--- src/rtl/uart_pkg.sv ---
// Shared constants for the memory-mapped UART transmitter: register offsets,
// status bit positions and serializer states.
package uart_pkg;

  localparam logic [1:0] UART_DATA = 2'd0;
  localparam logic [1:0] UART_DIVL = 2'd1;
  localparam logic [1:0] UART_DIVH = 2'd2;
  localparam logic [1:0] UART_CLR  = 2'd3;

  localparam int ST_BUSY = 0;
  localparam int ST_FULL = 1;
  localparam int ST_OVF  = 2;

  typedef enum logic [1:0] {
    S_IDLE,
    S_START,
    S_DATA,
    S_STOP
  } uart_state_t;

  // A programmed divisor of zero behaves as one clock per bit.
  function automatic logic [15:0] eff_div(input logic [15:0] div);
    return (div == 16'd0) ? 16'd1 : div;
  endfunction

endpackage

--- src/rtl/uart_fifo.sv ---
// Byte FIFO with head visible on dout; an extra pointer bit separates full from empty.
// A pop and a push in the same cycle while full both succeed.
module uart_fifo #(
  parameter int DEPTH_LOG2 = 4
) (
  input  logic       clock,
  input  logic       reset,
  input  logic       push,
  input  logic [7:0] din,
  input  logic       pop,
  output logic [7:0] dout,
  output logic       empty,
  output logic       full
);

  localparam int DEPTH = 1 << DEPTH_LOG2;
  localparam logic [DEPTH_LOG2:0] PTR_ONE = {{DEPTH_LOG2{1'b0}}, 1'b1};

  logic [7:0]          mem [DEPTH];
  logic [DEPTH_LOG2:0] wr_ptr_reg;
  logic [DEPTH_LOG2:0] rd_ptr_reg;
  logic                do_push;
  logic                do_pop;

  assign empty   = (wr_ptr_reg == rd_ptr_reg);
  assign full    = (wr_ptr_reg[DEPTH_LOG2] != rd_ptr_reg[DEPTH_LOG2]) &&
                   (wr_ptr_reg[DEPTH_LOG2-1:0] == rd_ptr_reg[DEPTH_LOG2-1:0]);
  assign do_pop  = pop & ~empty;
  assign do_push = push & (~full | do_pop);
  assign dout    = mem[rd_ptr_reg[DEPTH_LOG2-1:0]];

  always_ff @(posedge clock or posedge reset) begin
    if (reset) begin
      wr_ptr_reg <= '0;
      rd_ptr_reg <= '0;
    end else begin
      if (do_push) wr_ptr_reg <= wr_ptr_reg + PTR_ONE;
      if (do_pop)  rd_ptr_reg <= rd_ptr_reg + PTR_ONE;
    end
  end

  // Storage carries no reset so it can map onto plain distributed RAM.
  always_ff @(posedge clock) begin
    if (do_push) mem[wr_ptr_reg[DEPTH_LOG2-1:0]] <= din;
  end

endmodule

--- src/rtl/uart_tx_io.sv ---
// CPU-bus UART transmitter: edge-detected register writes, a byte FIFO and an
// 8N1 serializer whose bit period is latched from the divisor at each frame start.
module uart_tx_io
  import uart_pkg::*;
#(
  parameter int CLK_HZ     = 25_000_000,
  parameter int BAUD       = 115_200,
  parameter int DEPTH_LOG2 = 4
) (
  input  logic       clock,
  input  logic       reset,
  input  logic       sel,
  input  logic [1:0] a,
  input  logic [7:0] d,
  input  logic       w,
  output logic [7:0] q,
  output logic       tx
);

  localparam logic [15:0] DIV_RESET = 16'(CLK_HZ / BAUD);

  logic [3:0]  hit;
  logic [3:0]  hit_prev_reg;
  logic [3:0]  fire;
  logic [15:0] div_reg;
  logic        ovf_reg;
  logic        fifo_pop;
  logic        fifo_empty;
  logic        fifo_full;
  logic [7:0]  fifo_dout;
  logic        busy;
  logic [15:0] new_div;
  logic        bit_done;

  uart_state_t state_reg, state_next;
  logic [15:0] cnt_reg, cnt_next;
  logic [2:0]  idx_reg, idx_next;
  logic [7:0]  shift_reg, shift_next;
  logic [15:0] div_lat_reg, div_lat_next;
  logic        tx_reg, tx_next;

  // One action per contiguous span of a write held on the same offset.
  for (genvar gi = 0; gi < 4; gi++) begin : g_wr
    assign hit[gi] = sel & w & (a == 2'(gi));
  end
  assign fire = hit & ~hit_prev_reg;

  uart_fifo #(.DEPTH_LOG2(DEPTH_LOG2)) u_fifo (
    .clock (clock),
    .reset (reset),
    .push  (fire[UART_DATA]),
    .din   (d),
    .pop   (fifo_pop),
    .dout  (fifo_dout),
    .empty (fifo_empty),
    .full  (fifo_full)
  );

  always_ff @(posedge clock or posedge reset) begin
    if (reset) begin
      hit_prev_reg <= '0;
      div_reg      <= DIV_RESET;
      ovf_reg      <= 1'b0;
    end else begin
      hit_prev_reg <= hit;
      if (fire[UART_DIVL]) div_reg[7:0]  <= d;
      if (fire[UART_DIVH]) div_reg[15:8] <= d;
      if (fire[UART_CLR])
        ovf_reg <= 1'b0;
      else if (fire[UART_DATA] & fifo_full & ~fifo_pop)
        ovf_reg <= 1'b1;
    end
  end

  assign new_div  = eff_div(div_reg);
  assign bit_done = (cnt_reg == 16'd0);
  assign busy     = ~fifo_empty | (state_reg != S_IDLE);

  always_ff @(posedge clock or posedge reset) begin
    if (reset) begin
      state_reg   <= S_IDLE;
      cnt_reg     <= '0;
      idx_reg     <= '0;
      shift_reg   <= '0;
      div_lat_reg <= 16'd1;
      tx_reg      <= 1'b1;
    end else begin
      state_reg   <= state_next;
      cnt_reg     <= cnt_next;
      idx_reg     <= idx_next;
      shift_reg   <= shift_next;
      div_lat_reg <= div_lat_next;
      tx_reg      <= tx_next;
    end
  end

  always_comb begin
    state_next   = state_reg;
    cnt_next     = cnt_reg;
    idx_next     = idx_reg;
    shift_next   = shift_reg;
    div_lat_next = div_lat_reg;
    fifo_pop     = 1'b0;
    tx_next      = 1'b1;
    case (state_reg)
      S_IDLE: begin
        if (!fifo_empty) begin
          fifo_pop     = 1'b1;
          shift_next   = fifo_dout;
          div_lat_next = new_div;
          cnt_next     = new_div - 16'd1;
          state_next   = S_START;
        end
      end
      S_START: begin
        tx_next = 1'b0;
        if (bit_done) begin
          cnt_next   = div_lat_reg - 16'd1;
          idx_next   = 3'd0;
          state_next = S_DATA;
        end else begin
          cnt_next = cnt_reg - 16'd1;
        end
      end
      S_DATA: begin
        tx_next = shift_reg[idx_reg];
        if (bit_done) begin
          cnt_next = div_lat_reg - 16'd1;
          if (idx_reg == 3'd7) state_next = S_STOP;
          else                 idx_next   = idx_reg + 3'd1;
        end else begin
          cnt_next = cnt_reg - 16'd1;
        end
      end
      S_STOP: begin
        if (!bit_done) begin
          cnt_next = cnt_reg - 16'd1;
        end else if (!fifo_empty) begin
          // Chain straight into the next frame without an idle cycle.
          fifo_pop     = 1'b1;
          shift_next   = fifo_dout;
          div_lat_next = new_div;
          cnt_next     = new_div - 16'd1;
          state_next   = S_START;
        end else begin
          state_next = S_IDLE;
        end
      end
      default: state_next = S_IDLE;
    endcase
  end

  assign tx = tx_reg;

  always_comb begin
    q = 8'h00;
    case (a)
      UART_DATA: begin
        q[ST_BUSY] = busy;
        q[ST_FULL] = fifo_full;
        q[ST_OVF]  = ovf_reg;
      end
      UART_DIVL: q = div_reg[7:0];
      UART_DIVH: q = div_reg[15:8];
      default:   q = 8'h00;
    endcase
  end

endmodule

--- config.mk ---
export PLATFORM = sky130hd
export DESIGN_NAME = uart_tx_io
export DESIGN_NICKNAME = d
export VERILOG_FILES = /design/src/rtl/uart_pkg.sv /design/src/rtl/uart_fifo.sv /design/src/rtl/uart_tx_io.sv
export SDC_FILE = /design/constraint.sdc
export NUM_CORES = 1
export LEC_CHECK = 0
export ABC_AREA = 0
export CORE_AREA = 2 2 160 162
export CTS_BUF_LIST = sky130_fd_sc_hd__clkbuf_8 sky130_fd_sc_hd__clkbuf_16
export DETAILED_ROUTE_END_ITERATION = 6
export DIE_AREA = 0 0 162 164
export PLACE_DENSITY_LB_ADDON = 0.3
export RECOVER_POWER = 25
export SLEW_MARGIN = 10
export SYNTH_ARGS = -nofsm -noshare
export SYNTH_HDL_FRONTEND = slang
export SYNTH_SLANG_ARGS = --single-unit
--- constraint.sdc ---
create_clock -name clock -period 3.3 [get_ports clock]
set_input_delay 0.99 -clock clock [delete_from_list [all_inputs] [get_ports clock]]
set_output_delay 0.99 -clock clock [all_outputs]
set_load 0.02 [all_outputs]
Yosys cells after proc, flatten, opt, wreduce, memory -nomap -nowiden
Memory sizes are Yosys's and may differ from the RTL's.
Cells that the tools add are included.
- output and inout bits: 9
- memories: 1
- register bits: 77
- bits of input ports: 14
- memory bits (writable): 128
- word-level logic and storage cells: 99
- reductions and logical operators: 13
- magnitude comparators: 1
- equal/unequal tests: 16
- add/sub/neg operators: 6
- bitwise gates (word level): 16
- multiplexer cells: 34
- memories (memory ; depth ; bits a word ; rd ports ; clocked after memory_dff ; wr ports ; RTL line ; text):
    u_fifo.mem ; 16 ; 8 ; 1 ; 0 ; 1 ; uart_fifo.sv:19 ; logic [7:0] mem [DEPTH];
- operators by type and width (cell ; number):
    16-bit 2-to-1 mux ; 6
    16-bit one-hot mux with 3 select lines ; 1
    16-bit by 1-bit subtractor with 16-bit output, second input constant ; 3
    16-bit logical NOT ; 2
    16-bit one-hot mux with 2 select lines ; 1
    8-bit 2-to-1 mux ; 2
    8-bit one-hot mux with 2 select lines ; 1
    2-bit != test, second input constant ; 6
    5-bit by 1-bit adder with 5-bit output, second input constant ; 2
    2-bit 2-to-1 mux ; 5
    5-bit one-hot mux with 2 select lines ; 1
    1-bit AND ; 9
    3-bit 2-to-1 mux ; 3
    3-bit one-hot mux with 3 select lines ; 1
    2-bit equality test, second input constant ; 4
    1-bit 2-to-1 mux ; 8
    2-bit one-hot mux with 4 select lines ; 1
    2-bit nonzero test ; 4
    3-bit one-hot mux with 2 select lines ; 1
    5-bit equality test ; 1
    5-bit AND reduction ; 1
    4-bit AND ; 1
    2-bit by 1-bit equality test with 1-bit output, second input constant ; 2
    4-bit equality test ; 1
    14 further kinds ; 19

Longest topological paths before layout
Gate-level depths: netlist of the first run.
- depth in word-level cells: 9
- mapped depth: 9
- mapped depth without buffers: 8

Cells and area by module
Synthesis of the first run repeated with hierarchy kept, for this count alone.
- cell total of the unflattened synthesis: 692
- area, all modules: 9908.3 sq um
- by module, submodules not included (module ; seq. area each (sq um) ; area each (sq um) ; times used ; cells an instance):
    uart_fifo ; 4093.9 ; 5624.1 ; 1 ; 268
    uart_tx_io ; 1685.4 ; 4284.1 ; 1 ; 424

Worst setup path before layout of the first run
Ideal clock, no wire load.
- path kind: register -> register
- start: reg cnt_reg[0]
- end: mem u_fifo.mem[15][0], enable pin
- slack: 0.194 ns
- stages on the path, launching flop included: 7
- arrival time: 2.718 ns
- data required time: 2.912 ns
- library setup time: 0.388 ns
- buffers on the path: 0
- path through: dfrtp_1 -> inv_1 -> ha_1 -> or4b_2 -> nor4_2 -> a2111oi_0 -> nor3_1
- longest elaborated chain between the ends: 8
- ends and longest elaborated chain (what ; RTL line ; text):
    start, declared ; uart_tx_io.sv:36 ; logic [15:0] cnt_reg, cnt_next;
    start signal, assigned ; uart_tx_io.sv:89 ; cnt_reg <= cnt_next;
    16-bit logical NOT ; uart_tx_io.sv:76 ; assign bit_done = (cnt_reg == 16'd0);
    1-bit 2-to-1 mux ; uart_tx_io.sv:136 ; if (!bit_done) begin
    1-bit one-hot mux with 2 select lines ; uart_tx_io.sv:105 ; case (state_reg)
    1-bit AND ; uart_fifo.sv:28 ; assign do_pop = pop & ~empty;
    1-bit OR ; uart_fifo.sv:29 ; assign do_push = push & (~full | do_pop);
    1-bit AND ; uart_fifo.sv:29 ;
    1-bit 2-to-1 mux ; uart_fifo.sv:44 ; if (do_push) mem[wr_ptr_reg[DEPTH_LOG2-1:0]] <= din;
    1-bit 2-to-1 mux (implied by the code) ; uart_fifo.sv:44 ;
    end, declared ; uart_fifo.sv:19 ;
Every way passes these cells.

Final worst setup path of the first run
- start: in a[0]
- end: out q[2]
- longest elaborated chain between the ends: 2
- elaborated cells between the ends (all ways): 4
- ends and longest elaborated chain (what ; RTL line ; text):
    start, declared ; uart_tx_io.sv:13 ; input logic [1:0] a,
    2-bit equality test (tied with other cells) ; uart_tx_io.sv:157 ; case (a)
    3-bit one-hot mux with 3 select lines (*) ; uart_tx_io.sv:157 ;
    end, declared ; uart_tx_io.sv:16 ; output logic [7:0] q,
Every way passes the cells marked *; elsewhere a longest branch is shown, timed or not.

==> results by group, run 1 <==
Global routing
  – Met2 Usage GRT: 0.308
  – Vias in the first global route: between 6000 and 7000
  – First-pass GRT wire length: 36600 um
  – GRT Residual Overflow: 0
  – Largest net degree at the start of global routing: 36
  – Grt met3 use: 0.0247
  – Busiest layer in global routing: met2
  – Initial antenna violation count: 0
  – GR Util met1: 0.237
  – GRT Resource Usage Total: 0.180

Critical path
  – Worst reg2reg path depth: 7
  – WP depth: 6
  – Crit path buf inv count: 3
  – Setup CP Type: in2out
  – Critical path's slowest cell: ha_1
  – Required @ worst endpoint: between 2 and 2.5 ns
  – Crit-path cells: dlygate4sd2_1, clkbuf_4, ha_1, a222oi_1, nor2_1, buf_4
  – Maximum fanout along the worst path: 9
  – Crit path max-delay family: buffers and inverters
  – CP Capture Type: output port
  – Critical Path AT: 2.21 ns
  – Largest stage delay on the critical path: ~0.3 ns
  – Crit path launch type: primary input

Cells and area
  – Max reg flops: ~130
  – Non-filler cells in the finished layout: around 1100
  – ANT cells: 0
  – Layout cells sized above 1: 0.274
  – Fin area: approximately 0.012 mm2
  – Syn-to-layout area delta: 17.8%
  – Final net count: 766
  – Fin util: 0.464

Clocking
  – H-tree levels: 1
  – CTS Sinks: slightly above 200
  – Post-CTS Repair Setup Buffers: 0
  – Clk_lat worst skew: 0.53 ns
  – Clock slew at reported path FFs: roughly 0.05 ns
  – Root buf cell: clkbuf_16
  – Cts bufs inserted: 24
  – CTS Buffer Depth: 3
  – CTS tree: built

Floorplanning
  – Die width: 162 um
  – Top Ports: 23
  – Initial Util: 0.394
  – DIE AREA: approximately 0.027 mm2
  – Placeable Area: 0.0248 mm2
  – Row cnt: 58
  – Overall die height: about 160 um

Logic synthesis
  – Syn Area/Cell: around 15 um2
  – Yosys top cell area share: 0.393
  – Synthesized cell area: 0.00977 mm2
  – Post-synth EDFFs: between 100 and 150
  – Commonest register cell after synthesis: edfxtp_1
  – Count leader, synth: edfxtp_1
  – Seq cells post-synth: roughly 210
  – Yosys warnings: 0
  – Synth area leaders: edfxtp_1 (39%), dfrtp_1 (18%), mux4_2 (9.7%)
  – Number of distinct library cells after synthesis: 66
  – Synth Instances: 657
  – Ys async rst share: 0.376
  – Top cell type by total area after synthesis: edfxtp_1
  – Syn_nets: between 600 and 700
  – Post-synth top cells: edfxtp_1 (128), dfrtp_1 (70), mux4_2 (42)
  – Sequential share of the synthesized area: 0.592

Placed design
  – PortBufs: 22
  – Dpl cell area: ~0.011 mm2
  – Routability cong.: ~0.84
  – Placed Cells: 1036
  – Post-DP HPWL: around 16000 um

Route
  – Drt drc: 0
  – Initial DRT Pass Iterations: 7
  – Vias/cell: between 5 and 6
  – Total Routed Length: 23200 um
  – Routed len/inst: 21.5 um
  – Via Count: 6050
  – Starting DRT DRC Count: 362
  – Final antenna-violating net count: 0

Timing
  – Slew Limit Fails: 0
  – Slew @ Worst Pin: 1.25 ns
  – Tmin final: 3.20 ns
  – Final Hold Fails: 0
  – Unrepaired setup endpoints after global routing: false
  – Fmax achieved: 0.312 GHz
  – Setup TNS: 0 ns
  – Final clock skew: ~0.027 ns
  – Period utilisation layout: 0.971
  – Setup-failing EPs final: 0
  – Slew headroom: 0.164

Pwr
  – Pwr Total: between 10000 and 15000 uW
  – Pwr Density: approximately 890 mW/mm2
  – Pleak: 0.00437 uW
  – VDD IR-drop max: 0.000533 V

Job
  – Max-Cap Viols: 0

Worst hold path
  – Hold path depth: 1
  – Hold WC Path Type: reg2reg

Status
  – Outcome: complete, no violations
-- placed cells by master, fill, tap and decap left out, types with 10 or more instances in the layout --
cell type  count
buf_4         55
dfrtp_1       69
mux4_2        42
ha_1          20
nand2_1       10
a21oi_1       12
a22oi_1       12
edfxtp_1     128
nand3_1       10
inv_1         26
xor2_1        20
mux2_2        26
nor3_1        20
nor4_1        14
mux2_4        16
nor2_1        30
clkbuf_16     24
xnor2_1       24
nor2b_1       10
and3_1        16
-- where the power goes --
group          total, uW  internal [uW]  switching [uW]
combinational       4190           2040            2150
sequential          3570           3150             414
clock               2460           1440            1020
total              10200           6640            3580
-- routing by layer --
layer | wire, um | vias to the layer above
met5 | 0 | -
met4 | 684 | 0
met3 | 951 | 52
met2 | 11500 | 176
met1 | 10000 | 3094
li1 | - | 2728
-- per-stage QoR --
step,hold WS (ns),setup WS [ns]
2_1_floorplan,0.476,0.194
3_3_place_gp,0.497,-0.458
3_5_place_dp,0.498,-0.534
4_1_cts,0.514,0.0361
5_1_grt,0.525,0.00579
6_report,0.515,0.0962
-- cells by family (layout without fill, tap and decap cells) --
kind of cell / count (synthesis) / after routing / share of synthesized area
buf+inv: 54 / 144 / 0.0245
fa+ha+maj: 20 / 20 / 0.0256
simple gates: 153 / 153 / 0.0893
flops: 205 / 205 / 0.592
compound gates: 90 / 90 / 0.0710
mux: 91 / 91 / 0.159
xor+xnor: 44 / 44 / 0.0395
-- final timing paths --
path,slack [ns],to,from
setup / recovery,0.1,q[2],a[0]
hold / removal,0.51,shift_reg[0],shift_reg[0]
setup reg to reg,0.20,div_lat_reg[14],cnt_reg[0]
hold reg to reg,0.51,shift_reg[0],shift_reg[0]
max in group asynchronous,0.42,cnt_reg[8],reset
min in group asynchronous,1.09,div_reg[14],reset
-- layout make-up --
type	instances	area, um2
Fill cell	2185	13300
Sequential cell	205	5780
Multi-Input combinational cell	398	3770
Timing Repair Buffer	85	731
Clock buffer	26	628
Tap cell	330	413
Clock inverter	15	116
Inverter	18	67.6
-- what timing repair did --
item / in CTS / in global routing
cloned: 0 / 0
pin swaps: 1 / 0
setup endpoints to repair: 8 / 130
hold buffers: 0 / 0
resized for setup: 39 / 4
(Power assumes the default switching activity.)
==> inputs of run 2 (changes only) <==
--- a/config.mk
+++ b/config.mk
@@ -7,9 +7,9 @@
 export LEC_CHECK = 0
 export ABC_AREA = 0
 export CORE_AREA = 2 2 160 162
-export CTS_BUF_LIST = sky130_fd_sc_hd__clkbuf_8 sky130_fd_sc_hd__clkbuf_16
 export DETAILED_ROUTE_END_ITERATION = 6
 export DIE_AREA = 0 0 162 164
+export HOLD_SLACK_MARGIN = 0.15
 export PLACE_DENSITY_LB_ADDON = 0.3
 export RECOVER_POWER = 25
 export SLEW_MARGIN = 10
==> run 2 against run 1 <==
Compared with the run above:
- register-to-register slack hardly changed
- maximum frequency hardly changed
- hold slack hardly changed
- count of clock-buffer cells in the layout is 8 higher
- first-iteration DRC count is 2.5% lower
- flip-flop and latch count stayed put
==> results by group, run 2 (synthesis results as in run 1) <==
Cells and area
  – ANT cells: 0
  – Commonest non-fill, non-tap cells in the layout: edfxtp_1 (128), dfrtp_1 (69), buf_4 (55), mux4_2 (42), nor2_1 (30)
  – Fin util: 0.464
  – Layout cells sized above 1: 0.274
  – Most common cell after layout, fill and taps aside: edfxtp_1
  – Fin area: ~0.012 mm2
  – Max reg flops: roughly 130
  – Fillers: 2185
  – Syn-to-layout area delta: 17.8%
  – Final net count: approximately 770

Global routing
  – GRT Residual Overflow: 0
  – First-pass GRT wire length: ~37000 um
  – Vias in the first global route: approximately 6300
  – Initial antenna violation count: 0
  – GRT Resource Usage Total: 0.180
  – Largest net degree at the start of global routing: 36

Route
  – Initial DRT Pass Iterations: 5
  – Routed len/inst: 21.5 um
  – Starting DRT DRC Count: ~350
  – Total Routed Length: about 23000 um
  – Final antenna-violating net count: 0
  – Drt drc: 0
  – Via Count: 6036
  – Vias/cell: about 5.6

Floorplanning
  – Top Ports: 23
  – Overall die height: about 160 um
  – Initial Util: 0.394
  – Row cnt: 58
  – Die width: about 160 um
  – DIE AREA: about 0.027 mm2
  – Placeable Area: approximately 0.025 mm2

Job
  – Max-Cap Viols: 0

Clocking
  – Hold Buf Count CTS: 0
  – Clk_lat worst skew: between 0.5 and 0.6 ns
  – Clock slew at reported path FFs: approximately 0.050 ns
  – CTS Sinks: approximately 210
  – CTS Buffer Depth: 3
  – H-tree levels: 1
  – Cts bufs inserted: 24
  – CTS tree: built
  – Root buf cell: clkbuf_16

Placed design
  – Dpl cell area: 0.0108 mm2
  – Routability cong.: between 0.8 and 0.9
  – PortBufs: 22
  – Post-DP HPWL: 16100 um

Timing
  – Final hold slack: about 0.5 ns
  – Setup-failing EPs final: 0
  – Period utilisation layout: 0.971
  – Tmin final: 3.20 ns
  – Slew @ Worst Pin: 1.22 ns
  – Final Hold Fails: 0
  – Fmax achieved: 0.312 GHz
  – Unrepaired setup endpoints after global routing: false
  – Slew Limit Fails: 0
  – Slew headroom: 0.185
  – Final clock skew: ~0.027 ns

Pwr
  – Pleak: ~0.0043 uW
  – VDD IR-drop max: between 0.0005 and 0.0006 V
  – Pwr Density: slightly below 900 mW/mm2

Critical path
  – Largest stage delay on the critical path: ~0.3 ns
  – Maximum fanout along the worst path: 9
  – Crit-path cells: dlygate4sd2_1, clkbuf_4, ha_1, a222oi_1, nor2_1, buf_4
  – Critical Path AT: 2.21 ns
  – Critical path's slowest cell: ha_1
  – CP Capture Type: output port
  – Setup CP Type: in2out
  – Crit path launch type: primary input
  – Required @ worst endpoint: 2.31 ns

Worst hold path
  – Hold WC Path Type: reg2reg

Status
  – Outcome: complete, no violations
run 2: cell count changes in the layout (fill, tap and decap cells not counted):
cell      before  now
inv_1         26   18
clkbuf_1       0    8
run 2: worst max-delay path, delay by kind of cell:
family | cells | cell delay, ns
AOI/OAI and AO/OA | 1 | 0.27
adders and majority gates | 1 | 0.30
buffers and inverters | 3 | 0.58
and+or+nand+nor | 1 | 0.08
run 2: path summary, 6_finish.rpt:
kind                              startpoint         endpoint  slack [ns]  cells past startpoint
worst max-delay path                    a[0]             q[2]         0.1                      6
worst max register to register    cnt_reg[0]  div_lat_reg[12]        0.20                      7
max in group asynchronous              reset       cnt_reg[7]        0.45                      3
worst min-delay path            shift_reg[0]     shift_reg[0]        0.51                      1
min in group asynchronous              reset      div_reg[14]        1.09                      2
worst min register to register  shift_reg[0]     shift_reg[0]        0.51                      1
run 2: what timing repair did:
item / 4_1_cts / 5_1_grt
setup endpoints to repair: 8 / 130
setup buffers: 0 / 0
resized for setup: 39 / 4
pin swaps: 1 / 0
cloned: 0 / 0
run 2: routing by layer:
layer / vias to the layer above / global-route usage / wire, um
li1: 2732 / - / -
met1: 3106 / 0.237 / 10100
met2: 150 / 0.308 / 11400
met3: 48 / 0.0247 / 916
met4: 0 / 0.0587 / 676
met5: - / 0 / 0
run 2: cell type report:
type / count / area [um2] / share of cell area
flip-flops and latches: 205 / 5780 / 0.502
multi-input cells: 398 / 3770 / 0.328
repair buffers: 85 / 731 / 0.0635
clock buffers: 34 / 658 / 0.0572
well taps: 330 / 413 / 0.0359
clock inverters: 7 / 86.3 / 0.00750
inverters: 18 / 67.6 / 0.00587
run 2: per-stage QoR:
step                worst slack, ns  cells  total power, uW  TNS [ns]
floorplan                     0.194    657             6650         0
global placement             -0.458   1036             7710     -4.24
detailed placement           -0.534   1036             7790     -5.12
CTS                          0.0361   1077            10300         0
global route                0.00579   1077            10800         0
finish                       0.0957   1077            10200         0
run 2: power breakdown:
part	total, uW	switching [uW]	leakage, uW	internal, uW
registers	3560	412	0.00210	3150
clock network	2480	1010	0.000361	1470
logic	4200	2150	0.00189	2040
